===== src/rtl/regbank_dump_tx_if.sv =====
// Byte stream handshake carrying the register dump.
// The producer drives o_data/o_valid; the consumer drives i_ready.
interface regbank_dump_tx_if;
  logic [7:0] o_data;
  logic       o_valid;
  logic       i_ready;

  modport master (
    output o_data,
    output o_valid,
    input  i_ready
  );

  modport slave (
    input  o_data,
    input  o_valid,
    output i_ready
  );
endinterface


===== src/rtl/regbank_dump_tx.sv =====
// Snapshots the flat register debug bus and streams it out as bytes.
// Register 0 first, least-significant byte first within each register.
module regbank_dump_tx #(
  parameter int SIZE          = 32,
  parameter int NUM_REGISTERS = 32
) (
  input  logic                          clk,
  input  logic                          rst,
  input  logic                          i_start,
  input  logic                          i_abort,
  input  logic [SIZE*NUM_REGISTERS-1:0] i_registers_debug,
  regbank_dump_tx_if.master             tx,
  output logic                          o_busy,
  output logic                          o_done,
  output logic [$clog2(NUM_REGISTERS)-1:0] o_reg_idx
);

  localparam int BYTES_PER_REG = SIZE / 8;
  localparam int SIZE_REG_DIR  = $clog2(NUM_REGISTERS);
  localparam int NB  = NUM_REGISTERS * BYTES_PER_REG;
  localparam int BIW = (BYTES_PER_REG > 1) ?
                       $clog2(BYTES_PER_REG) : 1;
  localparam int PW  = (NB > 1) ? $clog2(NB) : 1;

  typedef enum logic [1:0] {
    IDLE,
    LOAD,
    SEND,
    DONE
  } state_t;

  state_t                  state_q, state_d;
  logic [SIZE_REG_DIR-1:0] reg_q, reg_d;
  logic [BIW-1:0]          byte_q, byte_d;
  logic [NB-1:0][7:0]      snap_q;
  logic [PW-1:0]           ptr;
  logic                    xfer;
  logic                    last_byte;
  logic                    last_reg;

  always_ff @(posedge clk or negedge rst) begin
    if (!rst) begin
      state_q <= IDLE;
      reg_q   <= '0;
      byte_q  <= '0;
    end else begin
      state_q <= state_d;
      reg_q   <= reg_d;
      byte_q  <= byte_d;
    end
  end

  always_ff @(posedge clk or negedge rst) begin
    if (!rst) begin
      snap_q <= '0;
    end else if (state_q == LOAD) begin
      snap_q <= i_registers_debug;
    end
  end

  assign xfer      = (state_q == SEND) && tx.i_ready;
  assign last_byte = byte_q == BIW'(BYTES_PER_REG - 1);
  assign last_reg  = reg_q == SIZE_REG_DIR'(NUM_REGISTERS - 1);

  always_comb begin
    state_d = state_q;
    reg_d   = reg_q;
    byte_d  = byte_q;
    unique case (state_q)
      IDLE: begin
        if (i_start) state_d = LOAD;
      end
      LOAD: begin
        state_d = SEND;
        reg_d   = '0;
        byte_d  = '0;
      end
      SEND: begin
        if (xfer) begin
          if (last_byte && last_reg) begin
            state_d = DONE;
            reg_d   = '0;
            byte_d  = '0;
          end else if (last_byte) begin
            byte_d = '0;
            reg_d  = reg_q + SIZE_REG_DIR'(1);
          end else begin
            byte_d = byte_q + BIW'(1);
          end
        end
      end
      DONE: begin
        state_d = IDLE;
      end
      default: state_d = IDLE;
    endcase
    // Abort outranks everything, including a same-cycle transfer.
    if (i_abort) begin
      state_d = IDLE;
      reg_d   = '0;
      byte_d  = '0;
    end
  end

  always_comb begin
    ptr = PW'(reg_q) * PW'(BYTES_PER_REG) + PW'(byte_q);
  end

  // Outputs decode only flopped state, never i_ready.
  assign tx.o_valid = state_q == SEND;
  assign tx.o_data  = (state_q == SEND) ? snap_q[ptr] : 8'h00;
  assign o_busy     = (state_q == LOAD) || (state_q == SEND);
  assign o_done     = state_q == DONE;
  assign o_reg_idx  = (state_q == SEND) ? reg_q : '0;

endmodule

===== src/flat_wrapper.sv =====
// flat-port wrapper written by rule: the top's interface ports become plain ports
module regbank_dump_tx_flat 
#(
  parameter int SIZE          = 32,
  parameter int NUM_REGISTERS = 32
)
  (clk, rst, i_start, i_abort, i_registers_debug, o_busy, o_done, o_reg_idx, tx_o_data, tx_o_valid, tx_i_ready);
  regbank_dump_tx_if tx_i ();
  input  logic clk;
  input  logic rst;
  input  logic i_start;
  input  logic i_abort;
  input  logic [SIZE*NUM_REGISTERS-1:0] i_registers_debug;
  output logic o_busy;
  output logic o_done;
  output logic [$clog2(NUM_REGISTERS)-1:0] o_reg_idx;
  output wire logic [$bits(tx_i.o_data)-1:0] tx_o_data;
  output wire logic [$bits(tx_i.o_valid)-1:0] tx_o_valid;
  input wire logic [$bits(tx_i.i_ready)-1:0] tx_i_ready;
  assign tx_o_data = tx_i.o_data;
  assign tx_o_valid = tx_i.o_valid;
  assign tx_i.i_ready = tx_i_ready;
  regbank_dump_tx #(.SIZE(SIZE), .NUM_REGISTERS(NUM_REGISTERS)) u_core (.clk(clk), .rst(rst), .i_start(i_start), .i_abort(i_abort), .i_registers_debug(i_registers_debug), .tx(tx_i), .o_busy(o_busy), .o_done(o_done), .o_reg_idx(o_reg_idx));
endmodule

===== config.mk =====
export PLATFORM = sky130hd
export DESIGN_NAME = regbank_dump_tx_flat
export DESIGN_NICKNAME = d
export VERILOG_FILES = /design/src/rtl/regbank_dump_tx_if.sv /design/src/rtl/regbank_dump_tx.sv /design/src/flat_wrapper.sv
export SDC_FILE = /design/constraint.sdc
export NUM_CORES = 2
export LEC_CHECK = 0
export BUFFER_PORTS_ARGS = -buffer_cell sky130_fd_sc_hd__buf_2
export CAP_MARGIN = 20
export CELL_PAD_IN_SITES_DETAIL_PLACEMENT = 0
export CELL_PAD_IN_SITES_GLOBAL_PLACEMENT = 1
export CORE_AREA = 2 2 411 413
export CTS_CLUSTER_SIZE = 30
export DETAILED_ROUTE_END_ITERATION = 7
export DIE_AREA = 0 0 413 415
export PLACE_DENSITY_LB_ADDON = 0.1
export SETUP_SLACK_MARGIN = 0.4
export SLEW_MARGIN = 20
export SYNTH_ARGS = -nofsm -noshare
export SYNTH_HDL_FRONTEND = slang
export SYNTH_SLANG_ARGS = --single-unit

===== constraint.sdc =====
create_clock -name clk -period 2.96 [get_ports clk]
set_input_delay 0.592 -clock clk [delete_from_list [all_inputs] [get_ports clk]]
set_output_delay 0.592 -clock clk [all_outputs]
set_load 0.01 [all_outputs]

==> results.rst <==
.. list-table::
   :header-rows: 1

   * - Metric
     - Value
   * - Run status
     - finished with violations
   * - Violated checks
     - setup timing
   * - Overflow left after global routing
     - 0
   * - Number of I/O port buffers
     - 1,044
   * - Last weighted congestion value of the routability-driven placer
     - slightly above 0.8
   * - Y dimension of the die
     - a little over 400 um
   * - Largest fanout of any net on the critical path
     - 12
   * - Max-slew violation count
     - 0
   * - Area fraction of the dominant cell type after synthesis
     - between 50 and 60%
   * - Leakage power
     - 0.0271 uW
   * - Shortest clock period the worst path allows after layout
     - 4.32 ns
   * - H-Tree Level Count
     - 3
   * - Cell accounting for the most synthesized area
     - sky130_fd_sc_hd__dfrtp_1
   * - Area inside the core boundary
     - 167,000 um2
   * - Critical Setup Path Class
     - flip-flop to primary output
   * - Later-pin clock latency in the skew report
     - roughly 0.75 ns
   * - Routed wirelength normalized by instance count
     - just under 30 um
   * - Syn Std Cell Area
     - between 40,000 and 50,000 um2
   * - Number of antenna violations at the first check in global routing
     - 103
   * - Class of the tightest hold or removal check
     - input pin to flip-flop
   * - Worst R2R Path Depth
     - 10
   * - Starting density of the core
     - 27.9%
   * - Final std cell area, no fill
     - 63,700 um2
   * - Layout Area Growth over Synthesis
     - 36.8%
   * - Max-slew headroom at the worst pin
     - 44.0%
   * - Fin Hold WS
     - 0.0705 ns
   * - CP endpoint kind
     - primary output
   * - Reg-to-reg startpoint
     - u_core.reg_q[0]
   * - Setup slack after layout
     - -1.36 ns
   * - Worst min-delay path startpoint
     - i_registers_debug[25]
   * - Syn avg cell area
     - 16.1 um2
   * - Syn Inst Count
     - 2,891
   * - Post-synthesis async set-or-reset flop share
     - 100%
   * - Final-report setup violation count
     - 8
   * - Cell row count
     - 150
   * - Number of fill cells
     - ~16,000
   * - Setup repair after global routing missed its margin
     - true
   * - Worst setup slack after placement
     - -1.44 ns
   * - Cell count after placement
     - 6,238
   * - PD cells
     - ~1000 nW/um2
   * - Count leader, synth
     - sky130_fd_sc_hd__mux2_2
   * - Data arrival time of the critical path
     - 3.73 ns
   * - CP Data Required Time
     - 2.37 ns
   * - Synth top area cells
     - sky130_fd_sc_hd__dfrtp_1, sky130_fd_sc_hd__mux2_2, sky130_fd_sc_hd__mux4_2
   * - Detailed-routing iteration count for the pre-antenna-repair pass
     - 5
   * - # Max-Cap Violations
     - 0
   * - Main flop type after synthesis
     - sky130_fd_sc_hd__dfrtp_1
   * - Overall power
     - 65,400 uW
   * - Instance count along the most critical hold path
     - 2
   * - Pin count of the biggest net entering global routing
     - 90
   * - Nets in the synthesized netlist
     - 3,927
   * - Via/cell ratio
     - 4.79
   * - Post-route clock skew
     - 0.0256 ns
   * - Count of warnings emitted by yosys
     - 0
   * - Routed wire length
     - 198,000 um
   * - Register bit total from synthesis
     - about 1,000
   * - Share of the cycle needed by the critical path after routing
     - 146%
   * - Synth unique cells
     - 56
   * - Number of global-route vias before repair
     - ~35,000
   * - Worst hold endpoint
     - u_core.snap_q[25]
   * - Final Hold Vio Count
     - 0
   * - CTS Sinks
     - 1,033
   * - Total I/O pin count
     - 1,045
   * - Total half-perimeter wirelength after legalization and detailed placement
     - 157,000 um
   * - Global-route total usage across every layer
     - about 23%
   * - Vias after detailed routing
     - around 32,000
   * - Startpoint class of the critical path
     - flip-flop
   * - CTS Buffer Depth
     - 3
   * - Initial detailed-routing violation count
     - 1,819
   * - Maximum clock rate
     - 0.231 GHz
   * - Count of unresolved DRC violations after routing
     - 0
   * - Commonest cells post-synth
     - sky130_fd_sc_hd__mux2_2, sky130_fd_sc_hd__dfrtp_1, sky130_fd_sc_hd__mux4_2
   * - Cell area reported after detailed placement
     - roughly 57,000 um2
   * - Count of nets after finishing
     - roughly 5,400
   * - Die outline width
     - 413 um
   * - Worst R2R Setup Slack
     - 0.61 ns
   * - Global-route wire length before repair
     - 273,000 um
   * - Number of synthesized flops with an enable pin
     - 0
   * - Sequential-to-total area share from yosys stat
     - between 50% and 60%
   * - Clock Tree Root
     - sky130_fd_sc_hd__clkbuf_16
   * - IR Drop Worst-Case VDD
     - 0.504 mV
   * - Clock slew seen by the registers of the worst setup and hold paths
     - 0.06 ns
   * - CTS tree
     - built
   * - Post-route ant nets
     - 0
   * - R2r endpoint
     - u_core.reg_q[3]
   * - Die Area
     - between 150,000 and 200,000 um2
   * - Number of buffers added by the clock tree synthesis step
     - ~120
   * - Layout Cells excl Fill
     - ~6,700
   * - Fraction of layout instances using a drive strength above 1
     - 67.0%
   * - Transition time of the tightest slew-check pin
     - ~0.84 ns
==> power by group <==
part / switching, uW / total, uW / internal [uW] / leakage (uW)
sequential: 4400 / 25900 / 21500 / 0.0121
combinational: 9890 / 24100 / 14200 / 0.0129
clock: 6410 / 15400 / 8970 / 0.00201
==> worst max-delay path, stage by stage, from the launching register on <==
cell                       delay [ns]
sky130_fd_sc_hd__dfrtp_4         0.49
sky130_fd_sc_hd__buf_12          0.16
sky130_fd_sc_hd__buf_12          0.14
sky130_fd_sc_hd__buf_16          0.15
sky130_fd_sc_hd__mux4_2          0.34
sky130_fd_sc_hd__mux2i_2         0.14
sky130_fd_sc_hd__buf_4           0.17
sky130_fd_sc_hd__a311oi_2        0.31
sky130_fd_sc_hd__a21oi_2         0.13
sky130_fd_sc_hd__buf_4           0.17
sky130_fd_sc_hd__a221oi_4        0.47
sky130_fd_sc_hd__buf_4           0.20
sky130_fd_sc_hd__buf_6           0.09
==> logic make-up (layout without fill, tap and decap cells) <==
| kind of cell | count (synthesis) | in the layout | synth area share, % |
|---|---|---|---|
| buffers and inverters | 219 | 1769 | 2.26 |
| multiplexers | 1342 | 1342 | 37.9 |
| adder cells (fa/ha/maj) | 7 | 7 | 0.188 |
| other | 0 | 25 | 0 |
| AO/OA/AOI/OAI | 194 | 194 | 3.12 |
| flip-flops | 1033 | 1033 | 55.6 |
| XOR/XNOR | 1 | 1 | 0.0188 |
| AND/OR/NAND/NOR | 95 | 95 | 0.992 |
==> sequential cells by signal, summed over array words and instances, names as in the netlist <==
name	flops
u_core.snap_q	1024
u_core.state_q	2
u_core.reg_q	5
u_core.byte_q	2
==> final cells by class <==
type	instances	area (um2)	area share [%]
tap	2204	2760	4.33
inverter	9	63.8	0.100
antenna	25	62.6	0.0982
clock inverter	39	453	0.711
sequential	1033	25900	40.6
multi-input combinational	1639	20100	31.6
timing repair buffer	1538	10700	16.8
clock buffer	183	3630	5.71
==> per-layer routing <==
layer	wire length [um]	global-route usage, %	vias to the layer above
met5	284	0	-
met4	5380	5.60	48
met3	10000	4.46	314
met2	101000	39.6	1025
met1	81900	28.7	16627
li1	-	-	13923
==> worst max path at each step <==
| stage | startpoint | end | slack (ns) | depth (start not counted) |
|---|---|---|---|---|
| global placement | u_core.byte_q[0] | tx_o_data[1] | -1.43 | 9 |
| finish | u_core.byte_q[1] | tx_o_data[6] | -1.36 | 12 |
| detailed placement | u_core.byte_q[1] | tx_o_data[1] | -1.44 | 10 |
| floorplan | u_core.byte_q[1] | tx_o_data[0] | 0.22 | 7 |
| CTS | u_core.byte_q[1] | tx_o_data[1] | -1.54 | 10 |
| global route | u_core.byte_q[1] | tx_o_data[6] | -1.47 | 12 |
==> placed cells by master, fill, tap and decap left out, drive strengths merged, types with 5 or more instances in the layout <==
cell         Yosys  routed
buf             74    1415
mux2          1043    1043
dfrtp         1033    1033
mux4           227     227
clkbuf         136     185
dlygate4sd3      0     119
mux2i           72      72
nor2            31      31
clkinv           3      30
o221ai          27      27
diode            0      25
nand2           24      24
a21oi           24      24
a22oi           23      23
o22ai           19      19
o21ai           19      19
a221oi          13      13
a22o            10      10
a211o            9       9
a31oi            8       8
inv              6       8
nor2b            7       7
ha               7       7
o221a            7       7
a211oi           7       7
bufinv           0       6
nand3            6       6
nand2b           5       5
o211ai           5       5
and2             5       5
==> repair_timing <==
| item | in CTS | in global routing |
|---|---|---|
| endpoints found under the hold margin | 141 | 0 |
| hold buffers | 119 | 0 |
| gates resized for setup | 133 | 56 |
| endpoints found under the setup margin | 14 | 13 |
| gates cloned | 3 | 2 |
| pin swaps | 21 | 27 |
| setup buffers | 38 | 23 |
==> per-stage QoR <==
stage / util [%] / TNS, ns
detailed placement: 34.1 / -6.83
floorplan: - / 0
global placement: 34.1 / -6.98
CTS: 37.9 / -10.95
finish: 38.2 / -9.92
global route: 38.2 / -10.75
No activity file was read; power rests on OpenSTA's default activity.
